File: src/rtl/mips_ctrl_pkg.sv
// Shared types and default parameters for the front-panel run/step controller.
package mips_ctrl_pkg;

   typedef enum logic [2:0] {
      HOLD     = 3'd0,
      IDLE     = 3'd1,
      RUN      = 3'd2,
      STEP     = 3'd3,
      WAIT_REL = 3'd4
   } run_state_t;

   localparam int DEF_DEB_CYCLES  = 16;
   localparam int DEF_HOLD_CYCLES = 5;
   localparam int DEF_CNT_W       = 16;

endpackage

File: src/rtl/sync_debounce.sv
// Two-flop synchronizer followed by a stability-count debouncer for one board input.
// The debounced level follows only after DEB_CYCLES consecutive differing samples.
module sync_debounce
   import mips_ctrl_pkg::*;
#(
   parameter int DEB_CYCLES = DEF_DEB_CYCLES
) (
   input  logic clk,
   input  logic rst,
   input  logic i_raw,
   output logic o_db
);

   localparam int CW = (DEB_CYCLES > 1) ? $clog2(DEB_CYCLES) : 1;
   localparam logic [CW-1:0] CNT_MAX = CW'(DEB_CYCLES - 1);

   logic          r_s1;
   logic          r_s2;
   logic          r_db;
   logic [CW-1:0] r_cnt;

   always_ff @(posedge clk) begin
      if (rst) begin
         r_s1  <= 1'b0;
         r_s2  <= 1'b0;
         r_db  <= 1'b0;
         r_cnt <= '0;
      end else begin
         r_s1 <= i_raw;
         r_s2 <= r_s1;
         // Any sample agreeing with the current level restarts the stability count.
         if (r_s2 == r_db) begin
            r_cnt <= '0;
         end else if (r_cnt == CNT_MAX) begin
            r_db  <= r_s2;
            r_cnt <= '0;
         end else begin
            r_cnt <= r_cnt + CW'(1);
         end
      end
   end

   assign o_db = r_db;

endmodule

File: src/rtl/mips_run_ctrl.sv
// Run/step controller driving the mips core's switch input from the board switch and button.
// Post-reset hold window, free-run and single-cycle step modes, executed-cycle counter.
module mips_run_ctrl
   import mips_ctrl_pkg::*;
#(
   parameter int DEB_CYCLES  = DEF_DEB_CYCLES,
   parameter int HOLD_CYCLES = DEF_HOLD_CYCLES,
   parameter int CNT_W       = DEF_CNT_W
) (
   input  logic             clk,
   input  logic             rst,
   input  logic             sw_raw,
   input  logic             btn_raw,
   output logic             cpu_switch,
   output logic             mode_run,
   output logic [CNT_W-1:0] en_count
);

   localparam int HW = (HOLD_CYCLES > 1) ? $clog2(HOLD_CYCLES) : 1;
   localparam logic [HW-1:0] HOLD_MAX = HW'(HOLD_CYCLES - 1);

   logic             w_sw_db;
   logic             w_btn_db;
   logic             w_btn_rise;
   logic             r_btn_d;
   run_state_t       r_state;
   logic [HW-1:0]    r_hold_cnt;
   logic             r_cpu_switch;
   logic             r_mode_run;
   logic [CNT_W-1:0] r_en_count;

   sync_debounce #(.DEB_CYCLES(DEB_CYCLES)) u_sw_deb (
      .clk   (clk),
      .rst   (rst),
      .i_raw (sw_raw),
      .o_db  (w_sw_db)
   );

   sync_debounce #(.DEB_CYCLES(DEB_CYCLES)) u_btn_deb (
      .clk   (clk),
      .rst   (rst),
      .i_raw (btn_raw),
      .o_db  (w_btn_db)
   );

   assign w_btn_rise = w_btn_db & ~r_btn_d;

   // Outputs are registered alongside the state so they always match the state being entered.
   always_ff @(posedge clk) begin
      if (rst) begin
         r_state      <= HOLD;
         r_hold_cnt   <= '0;
         r_btn_d      <= 1'b0;
         r_cpu_switch <= 1'b0;
         r_mode_run   <= 1'b0;
         r_en_count   <= '0;
      end else begin
         r_btn_d <= w_btn_db;
         if (r_cpu_switch) begin
            r_en_count <= r_en_count + CNT_W'(1);
         end
         case (r_state)
            HOLD: begin
               if (r_hold_cnt == HOLD_MAX) begin
                  r_state    <= IDLE;
                  r_hold_cnt <= '0;
               end else begin
                  r_hold_cnt <= r_hold_cnt + HW'(1);
               end
            end
            IDLE: begin
               // A switch-on arriving with a press wins; the press is dropped.
               if (w_sw_db) begin
                  r_state      <= RUN;
                  r_cpu_switch <= 1'b1;
                  r_mode_run   <= 1'b1;
               end else if (w_btn_rise) begin
                  r_state      <= STEP;
                  r_cpu_switch <= 1'b1;
               end
            end
            RUN: begin
               if (!w_sw_db) begin
                  r_state      <= IDLE;
                  r_cpu_switch <= 1'b0;
                  r_mode_run   <= 1'b0;
               end
            end
            STEP: begin
               r_state      <= WAIT_REL;
               r_cpu_switch <= 1'b0;
            end
            WAIT_REL: begin
               if (w_sw_db) begin
                  r_state      <= RUN;
                  r_cpu_switch <= 1'b1;
                  r_mode_run   <= 1'b1;
               end else if (!w_btn_db) begin
                  r_state <= IDLE;
               end
            end
            default: begin
               r_state      <= HOLD;
               r_hold_cnt   <= '0;
               r_cpu_switch <= 1'b0;
               r_mode_run   <= 1'b0;
            end
         endcase
      end
   end

   assign cpu_switch = r_cpu_switch;
   assign mode_run   = r_mode_run;
   assign en_count   = r_en_count;

endmodule

File: config.mk
export PLATFORM = sky130hd
export DESIGN_NAME = mips_run_ctrl
export DESIGN_NICKNAME = d
export VERILOG_FILES = /design/src/rtl/mips_ctrl_pkg.sv /design/src/rtl/sync_debounce.sv /design/src/rtl/mips_run_ctrl.sv
export SDC_FILE = /design/constraint.sdc
export NUM_CORES = 1
export LEC_CHECK = 0
export CAP_MARGIN = 20
export CORE_MARGIN = 5
export CORE_UTILIZATION = 55
export DETAILED_ROUTE_END_ITERATION = 6
export GPL_ROUTABILITY_DRIVEN = 0
export GPL_TIMING_DRIVEN = 0
export HOLD_SLACK_MARGIN = 0.03
export PLACE_DENSITY = 0.85
export SLEW_MARGIN = 0
export SYNTH_ARGS = -nofsm -noshare
export SYNTH_HDL_FRONTEND = slang
export SYNTH_HIERARCHICAL = 1
export SYNTH_SLANG_ARGS = --single-unit
File: constraint.sdc
create_clock -name clk -period 2.85 [get_ports clk]
set_input_delay 0.57 -clock clk [delete_from_list [all_inputs] [get_ports clk]]
set_output_delay 0.57 -clock clk [all_outputs]
set_load 0.05 [all_outputs]
==> results.ini <==
[grt]
track_usage=0.1850
overflow=0
grt_pass1_wl_um=6368
grt_pass1_vias=1409
grt_max_degree=14
antenna_found_initial=0

[worst_setup_path]
end_kind=output pin
max_stage_delay_ns=0.87
ff2ff_setup_slack_ns=1.13
cp_max_fo=5
path_cells=clkdlybuf4s50_1
critPathTopFamily=buffers and inverters
critPathLaunchType=flop
cp.arrival_ns=1.73
cp.required_ns=2.28
cp_num_buf_inv=1
r2r-start=en_count[0]
critical_path_class=reg -> out
cp_slowest_cell=clkdlybuf4s50_1
rr_endpoint=en_count[14]
r2r_cells=4

[clock_tree]
cts_root_buf=clkbuf_4
postCtsHoldBufs=0
post-cts-setup-buffers=0
clk_pin_slew_ns=0.12
cts_htree_levels=2
clockBufferDepth=2
numCtsBuffers=5
cts.sinks=39
post_cts_resized=0
cts_tree=built
clk_latency_ns=0.34

[yosys]
yosys-top-cells-area=dfxtp_1, nor2_1, nor2b_1, ha_1, a21oi_1
synthTopCellsByCount=dfxtp_1, nor2_1, nor2b_1
ys_ff_latch=39
syn_area_per_cell_um2=9.146
yosysSeqAreaShare=0.4333
async_reset_ff_frac=0
postSynthCellCount=197
netlist_area_um2=1802
synth_most_common_cell=dfxtp_1
synth_top_area_cell=dfxtp_1
synth_ff_type=dfxtp_1
synth_edf_count=0
ys_types=41
yosysTopAreaCellShare=0.4333
yosysWarnings=6
syn_nets=206

[floorplanning]
rows=20
start_util=0.5806
core_area_um2=3103
dieWidth_um=67.24
fp.dieH_um=67.24
io_pins=22
die-area_um2=4521

[sta]
finalCritPeriodShare=0.8053
finalSetupViolCount=0
max_freq_mhz=435.7
maxSlewHeadroom=0.6453
fin_skew_ns=0.004901
finalCriticalPeriod_ns=2.295
setup_tns_ns=0
rsz0062_at_grt=no
drv_slew=0
worstMarginPinSlew_ns=0.5321
hold_viol=0

[detailed_routing]
vias=1460
drtIter0Drc=77
wirelength_um=3582
wl_per_cell_um=13.27
dr.pass1.iters=4
ant_nets=0
drc=0
viasPerCell=5.407

[place]
dp_hpwl_um=2548
io_buffers=21

[min_path]
hp-class=reg -> reg
min_from=u_sw_deb/r_s1
hold_depth=1
worstHoldEndpoint=u_sw_deb/r_s2

[run_status]
status=complete, no violations

[cells_and_area]
syn_to_final_growth_pct=19.24
fin_util=0.6923
drive_gt1_frac=0.09735
final_nets=234
n_antenna_cell=0
fillers=262

[power]
pwr_density_cell_nw_per_um2=457.8
leakagePower_nw=0.7661
vdd_drop_max_mv=0.3912

[run]
cap_violations=0

## worst max-delay path by stage
stage               slack (ns)  depth (start not counted)            to   startpoint
floorplan                 0.94                          4  en_count[12]  en_count[0]
global placement          0.50                          4    cpu_switch          rst
detailed placement        0.52                          4    cpu_switch          rst
CTS                       0.52                          1   en_count[2]  en_count[2]
global route              0.49                          1   en_count[2]  en_count[2]
finish                    0.55                          1   en_count[2]  en_count[2]
## area by class of cell
class	instances	area (µm²)	area share
Inverter	7	26.28	0.01223
Multi-Input combinational cell	142	952.2	0.4432
Tap cell	44	55.05	0.02563
Sequential cell	39	780.7	0.3634
Clock buffer	5	37.54	0.01747
Buffer	9	42.54	0.01980
Clock inverter	3	43.79	0.02038
Timing Repair Buffer	21	210.2	0.09785
## cell usage in the layout, fill, tap and decap left out, types with 6 or more instances in the layout
master           synthesis  final
a21oi_1                 12     12
clkbuf_1                 6      6
clkdlybuf4s50_1          0     21
dfxtp_1                 39     39
inv_1                    7      7
nand2_1                  6      6
nand3_1                  6      6
nor2_1                  25     25
nor2b_1                 15     15
nor4_1                   6      6
o21ai_0                  9      9
## cells by family after synthesis
family,share of synthesized area
flops,0.4333
buf+inv,0.03819
compound gates,0.1146
fa+ha+maj,0.03472
mux,0.04792
simple gates,0.2826
xor+xnor,0.04861
## worst reg2reg max path, cell delays in order, from the launching register on
cell and delay, ns:
dfxtp_1 0.46, ha_1 0.30, nand3_4 0.13, nor4_1 0.36
mux2_2 0.37
## routing by layer
layer | track usage | up-vias | routed length, µm
li1 | - | 748 | -
met1 | 0.2196 | 669 | 1636
met4 | 0.05823 | 0 | 56
met3 | 0.06656 | 7 | 177
met5 | 0 | - | 0
met2 | 0.3104 | 36 | 1711
## metrics by stage
step / instances / total power, mW / cell area [µm²] / hold WS, ns / setup WS [ns]
floorplan: 197 / 0.6062 / 1802 / 0.4138 / 0.9403
global placement: 262 / 0.6199 / 2067 / 0.4215 / 0.5044
detailed placement: 262 / 0.6217 / 2067 / 0.4323 / 0.5185
CTS: 270 / 0.9998 / 2148 / 0.4598 / 0.5202
global route: 270 / 1.033 / 2148 / 0.4836 / 0.4855
finish: 270 / 0.9835 / 2148 / 0.4556 / 0.5549
## registers in the layout, summed over array words and instances (netlist names)
name,flops
u_btn_deb/r_cnt,4
r_state,3
u_btn_deb/o_db,1
r_btn_d,1
u_sw_deb/o_db,1
u_sw_deb/r_s2,1
u_sw_deb/r_cnt,4
u_btn_deb/r_s2,1
mode_run,1
cpu_switch,1
r_hold_cnt,3
u_btn_deb/r_s1,1
en_count,16
u_sw_deb/r_s1,1
## power breakdown
| group | internal [mW] | switching, mW |
|---|---|---|
| Sequential | 0.554 | 0.00772 |
| Clock | 0.185 | 0.190 |
| Combinational | 0.0217 | 0.0253 |
Power figures use the tool's default switching activity.
